`config.mk`:
```
export PLATFORM = sky130hd
export DESIGN_NAME = genius_sequence_player
export DESIGN_NICKNAME = d
export VERILOG_FILES = /design/src/rtl/genius_pkg.sv /design/src/rtl/step_timer.sv /design/src/rtl/genius_sequence_player.sv
export SDC_FILE = /design/constraint.sdc
export NUM_CORES = 1
export LEC_CHECK = 0
export ABC_AREA = 1
export ABC_CLOCK_PERIOD_IN_PS = 2500
export CAP_MARGIN = 0
export CORE_MARGIN = 4
export CORE_UTILIZATION = 53
export DETAILED_ROUTE_END_ITERATION = 12
export GPL_TIMING_DRIVEN = 0
export HOLD_SLACK_MARGIN = 0.15
export PLACE_DENSITY_LB_ADDON = 0.2
export SYNTH_ARGS = -nofsm -noshare
export SYNTH_HDL_FRONTEND = slang
export SYNTH_HIERARCHICAL = 1
export SYNTH_SLANG_ARGS = --single-unit
```
`constraint.sdc`:
```
create_clock -name clock -period 2.5 [get_ports clock]
set_input_delay 0.5 -clock clock [delete_from_list [all_inputs] [get_ports clock]]
set_output_delay 0.5 -clock clock [all_outputs]
set_load 0.02 [all_outputs]
```
`src/rtl/genius_pkg.sv`:
```
// Shared definitions for the Genius playback path: state encoding, colour/LED
// mapping, speed codes and default step timing.
package genius_pkg;

  typedef enum logic [2:0] {
    ST_IDLE  = 3'd0,
    ST_FETCH = 3'd1,
    ST_SHOW  = 3'd2,
    ST_GAP   = 3'd3,
    ST_DONE  = 3'd4
  } state_t;

  localparam logic [1:0] COL_GREEN  = 2'd0;
  localparam logic [1:0] COL_RED    = 2'd1;
  localparam logic [1:0] COL_YELLOW = 2'd2;
  localparam logic [1:0] COL_BLUE   = 2'd3;

  localparam logic [1:0] SPEED_V1 = 2'd1;
  localparam logic [1:0] SPEED_V2 = 2'd2;

  localparam int DEF_MAX_LEN        = 32;
  localparam int DEF_STEP_CYCLES_V1 = 33554432;
  localparam int DEF_STEP_CYCLES_V2 = 67108864;

  function automatic logic [3:0] colour_to_led(input logic [1:0] colour);
    logic [3:0] led;
    case (colour)
      COL_GREEN:  led = 4'b0001;
      COL_RED:    led = 4'b0010;
      COL_YELLOW: led = 4'b0100;
      COL_BLUE:   led = 4'b1000;
      default:    led = 4'b0000;
    endcase
    return led;
  endfunction

endpackage

```
`src/rtl/step_timer.sv`:
```
// Loadable down-counter; expire is high while the count sits at zero.
// Shared by sequence playback and the upcoming input-timeout logic.
module step_timer
  import genius_pkg::*;
#(
  parameter int W = 26
) (
  input  logic         clock,
  input  logic         reset_n,
  input  logic         load,
  input  logic [W-1:0] load_value,
  output logic         expire
);

  logic [W-1:0] r_count;

  always_ff @(posedge clock) begin
    if (!reset_n)
      r_count <= '0;
    else if (load)
      r_count <= load_value;
    else if (r_count != '0)
      r_count <= r_count - 1'b1;
  end

  assign expire = (r_count == '0);

endmodule

```
`src/rtl/genius_sequence_player.sv`:
```
// Plays the stored colour sequence on the LEDs: each step is lit for P clocks,
// then dark for P clocks; done pulses once the last gap ends.
//  state | meaning
//  IDLE  | waiting for start
//  FETCH | read colour at index, arm timer
//  SHOW  | LED lit for P cycles
//  GAP   | LED dark for P cycles, then advance
//  DONE  | one-cycle completion pulse
module genius_sequence_player
  import genius_pkg::*;
#(
  parameter int MAX_LEN        = DEF_MAX_LEN,
  parameter int STEP_CYCLES_V1 = DEF_STEP_CYCLES_V1,
  parameter int STEP_CYCLES_V2 = DEF_STEP_CYCLES_V2
) (
  input  logic                       clock,
  input  logic                       reset_n,
  input  logic                       start,
  input  logic                       abort,
  input  logic [1:0]                 velocidade,
  input  logic [5:0]                 seq_len,
  output logic [$clog2(MAX_LEN)-1:0] rd_addr,
  input  logic [1:0]                 rd_data,
  output logic [3:0]                 led,
  output logic                       busy,
  output logic                       done
);

  localparam int AW       = $clog2(MAX_LEN);
  localparam int IW       = AW + 1;
  localparam int STEP_MAX = (STEP_CYCLES_V1 > STEP_CYCLES_V2) ? STEP_CYCLES_V1 : STEP_CYCLES_V2;
  localparam int TW       = $clog2(STEP_MAX);

  state_t          r_state;
  state_t          w_next;
  logic            r_slow;
  logic [IW-1:0]   r_index;
  logic [IW-1:0]   r_len;
  logic [1:0]      r_colour;
  logic [IW-1:0]   w_len_in;
  logic [TW-1:0]   w_step_m1;
  logic            w_load;
  logic            w_expire;
  logic            w_last;

  assign w_len_in  = (int'(seq_len) > MAX_LEN) ? IW'(MAX_LEN) : IW'(seq_len);
  assign w_step_m1 = r_slow ? TW'(STEP_CYCLES_V2 - 1) : TW'(STEP_CYCLES_V1 - 1);
  assign w_last    = ((r_index + 1'b1) == r_len);
  assign rd_addr   = r_index[AW-1:0];

  step_timer #(.W(TW)) u_step_timer (
    .clock      (clock),
    .reset_n    (reset_n),
    .load       (w_load),
    .load_value (w_step_m1),
    .expire     (w_expire)
  );

  always_ff @(posedge clock) begin
    if (!reset_n)
      r_state <= ST_IDLE;
    else
      r_state <= w_next;
  end

  always_comb begin
    w_next = r_state;
    case (r_state)
      ST_IDLE:  if (start) w_next = (w_len_in == '0) ? ST_DONE : ST_FETCH;
      ST_FETCH: w_next = ST_SHOW;
      ST_SHOW:  if (w_expire) w_next = ST_GAP;
      ST_GAP:   if (w_expire) w_next = w_last ? ST_DONE : ST_FETCH;
      ST_DONE:  w_next = ST_IDLE;
      default:  w_next = ST_IDLE;
    endcase
    // abort outranks every timer-driven transition
    if (abort && r_state != ST_IDLE)
      w_next = ST_IDLE;
  end

  always_comb begin
    w_load = 1'b0;
    led    = 4'b0000;
    busy   = 1'b0;
    done   = 1'b0;
    case (r_state)
      ST_FETCH: begin
        w_load = 1'b1;
        busy   = 1'b1;
      end
      ST_SHOW: begin
        w_load = w_expire;
        busy   = 1'b1;
        led    = colour_to_led(r_colour);
      end
      ST_GAP:  busy = 1'b1;
      ST_DONE: done = 1'b1;
      default: ;
    endcase
  end

  always_ff @(posedge clock) begin
    if (!reset_n) begin
      r_slow   <= 1'b0;
      r_len    <= '0;
      r_index  <= '0;
      r_colour <= '0;
    end else begin
      case (r_state)
        ST_IDLE: if (start) begin
          r_slow  <= (velocidade == SPEED_V2);
          r_len   <= w_len_in;
          r_index <= '0;
        end
        ST_FETCH: r_colour <= rd_data;
        ST_GAP:   if (w_expire && !abort) r_index <= r_index + 1'b1;
        default: ;
      endcase
    end
  end

endmodule

```
==> key figures <==
Floorplanning
  – Initial core utilization: 0.5640
  – Row Count: 26
  – Die Y: about 83 um
  – Die Span X: ~83 um
  – Die Area: about 6800 um^2
  – # IOs: 25
  – Core Footprint: 5238 um^2

CTS
  – Root buffer cell: clkbuf_8
  – Clock buffer depth: 2
  – Inserted Clock Buffers: 5
  – Worst skew pair latency: around 0.3 ns
  – H-tree lvl count: 2
  – CTS Sinks: 44
  – Reg clk slew, reported paths: around 0.09 ns
  – TritonCTS clock tree: yes

Global routing
  – Global Route Usage Sum: 0.2257
  – Initial antenna violation count: 0
  – Pin count of the biggest net entering global routing: 14
  – First-pass GRT wire length: 11.94 mm
  – Vias in the first global route: between 2000 and 3000
  – Grt ovf: 0

Layout
  – Final Util: 0.6739
  – Nets: between 500 and 600
  – Final Instance Area: around 3500 um^2
  – Commonest non-fill, non-tap cell in the layout: nand2_1
  – Antenna Cells: 0
  – Commonest non-fill, non-tap cells in the layout: nand2_1, nor2_1, dfxtp_1
  – Area delta synth->final: 19.48%
  – Layout cells sized above 1: 0.1547

Power and ir drop
  – Pwr Density: 1213 nW/um^2
  – Overall Power: between 4 and 5 mW
  – Peak supply drop: between 700 and 800 uV
  – Leak: 1.633 nW

Critical path
  – Top Family by Delay on Critical Path: compound AO/OA/AOI/OAI gates
  – Critical-path cell list: inv_1, ha_4, nand2_4, nor2_8, nand3_4, nor2_4, nand3_4, inv_2, inv_1, o21ai_4, inv_2, buf_4, a21oi_1, o21ai_0, a21oi_1
  – Crit Path Class: flop to flop
  – Endpoint class of the critical path: flop
  – Slowest-stage cell, CP: dfxtp_1
  – Crit path launch type: flop
  – CP max FO: 10
  – CP bufs+invs: 5
  – Crit path arrival time: between 2 and 3 ns
  – CP max stage delay: 0.33 ns
  – Data required, critical path: 2.73 ns

Logic synthesis
  – Sequential-to-total area share from yosys stat: 0.2982
  – Synthesized cell area: about 3000 um^2
  – Number of enable flip-flop cells after synthesis: 0
  – Top_reg_cell synth: dfxtp_1
  – FF+latch count, synth: 44
  – Syn Area/Cell: between 6 and 7 um^2
  – Syn Inst Count: 459
  – FFs w/ async S/R, synth: 0
  – Synth warn: 6
  – Area share of the largest cell type after synthesis: 0.2982
  – Synth cell types: just over 40
  – Synth top area cells: dfxtp_1, nand2_1, nor2_1, nand3_1, inv_1
  – Largest area contributor in the netlist: dfxtp_1

Routing
  – Wirelength, routed: 7.180 mm
  – Drc violations: 0
  – Vias post-DR: roughly 3000
  – Initial drt markers: 180
  – Post-route ant nets: 0
  – Routed wirelength normalized by instance count: 12.23 um
  – Drt pass-1 iters: 5
  – Via/cell ratio: roughly 5.0

Hold path
  – Hold crit path type: flop to flop

Timing
  – Fin. Hold Viols: 0
  – Final period utilization: 0.9587
  – Max Clk Rate: 417.2 MHz
  – Final setup fails: 0
  – Minimum clock period: approximately 2.4 ns
  – Setup TNS: 0 ns
  – Final Max Slew Viols: 0
  – Setup Skew: approximately 0.0094 ns

Placed design
  – Placer Congestion: 0.9179
  – HPWL after detailed placement: between 5 and 6 mm
  – # port buffers: 24
  – DP Area: 3372 um^2

Run
  – Max_cap viols: 0

Status
  – Status: complete, no violations
[timing repair]
action / CTS / global route
buffers inserted: 1 / 1
pin swaps: 1 / 0
cloned: 0 / 0
hold buffers: 0 / 0
setup endpoints to repair: 26 / 22
gates resized for setup: 8 / 9
[cells in the mapped netlist (2+ instances only)]
master	count
clkinv_1	2
mux2i_1	4
or2_2	5
xor2_1	2
nand3_1	39
clkbuf_1	4
buf_4	5
o21ai_0	15
buf_6	2
nor3_1	8
nor2_1	72
nand3_2	7
nand2_4	2
nand2_2	7
nand2_1	106
xnor2_1	6
nand4_1	9
nor2_8	2
buf_1	3
inv_2	12
inv_1	41
nand3b_1	2
ha_1	2
dfxtp_1	44
o21ai_1	4
a211oi_1	3
nor2_2	11
nor2_4	5
a21oi_1	23
[where the power goes]
part	total, mW	leakage, nW	switching (mW)	internal [mW]
Sequential	1.14	0.361	0.213	0.931
Combinational	2.66	1.23	1.71	0.942
Clock	0.480	0.0445	0.255	0.225
[per-stage QoR]
stage / cells / hold WS [ns] / setup slack [ns]
after floorplan: 483 / 0.4394 / 0.09507
after global placement: 577 / 0.4527 / -0.3841
after detailed placement: 577 / 0.4578 / -0.4587
after CTS: 586 / 0.4702 / 0.03236
after global routing: 587 / 0.5179 / -0.04214
final: 587 / 0.4665 / 0.1033
[cell type report]
class                   instances  area (um^2)
well taps                      70        87.58
inverters                      56        211.5
clock inverters                 1        7.507
multi-input cells             369         1897
flip-flops and latches         44        880.8
repair buffers                 26        265.3
plain buffers                  14        93.84
clock buffers                   7        86.33
fillers                       465         1708
[sequential cells by signal, summed over array words and instances (netlist names)]
| register | flops |
|---|---|
| r_state | 3 |
| r_index | 6 |
| r_len | 6 |
| r_slow | 1 |
| r_colour | 2 |
| u_step_timer/r_count | 26 |
[worst register-to-register path, cell delays in order (launching register included)]
cell and delay [ns]:
dfxtp_1 0.33, inv_1 0.13, ha_4 0.20, nand2_4 0.08
nor2_8 0.11, nand3_4 0.10, nor2_4 0.15, nand3_4 0.11
inv_2 0.09, inv_1 0.08, o21ai_4 0.18, inv_2 0.10
buf_4 0.19, a21oi_1 0.17, o21ai_0 0.13, a21oi_1 0.17
[layer usage]
metal  vias up  part of all wire  GRT usage
li1       1553                 -          -
met1      1329              0.47     0.2985
met2        66              0.47     0.3782
met3        12             0.049    0.03362
met4         0             0.013    0.06863
met5         -                 0          0
[path summary, 6_finish.rpt]
check                            endpoint  depth (start not counted)                    start  slack (ns)
hold / removal                     r_slow                          2                   r_slow        0.47
hold reg to reg                    r_slow                          2                   r_slow        0.47
setup reg to reg  u_step_timer/r_count[6]                         15  u_step_timer/r_count[0]        0.10
setup / recovery  u_step_timer/r_count[6]                         15  u_step_timer/r_count[0]        0.10
[logic make-up after synthesis]
logic type	count (synthesis)	synth area share
and+or+nand+nor	278	0.4562
buffers and inverters	70	0.1008
AOI/OAI and AO/OA	52	0.09784
DFF	44	0.2982
xor gates and xnor gates	8	0.02372
muxes	4	0.01355
adders and majority gates	2	0.008470
other	1	0.001269
Power figures use the tool's default switching activity.
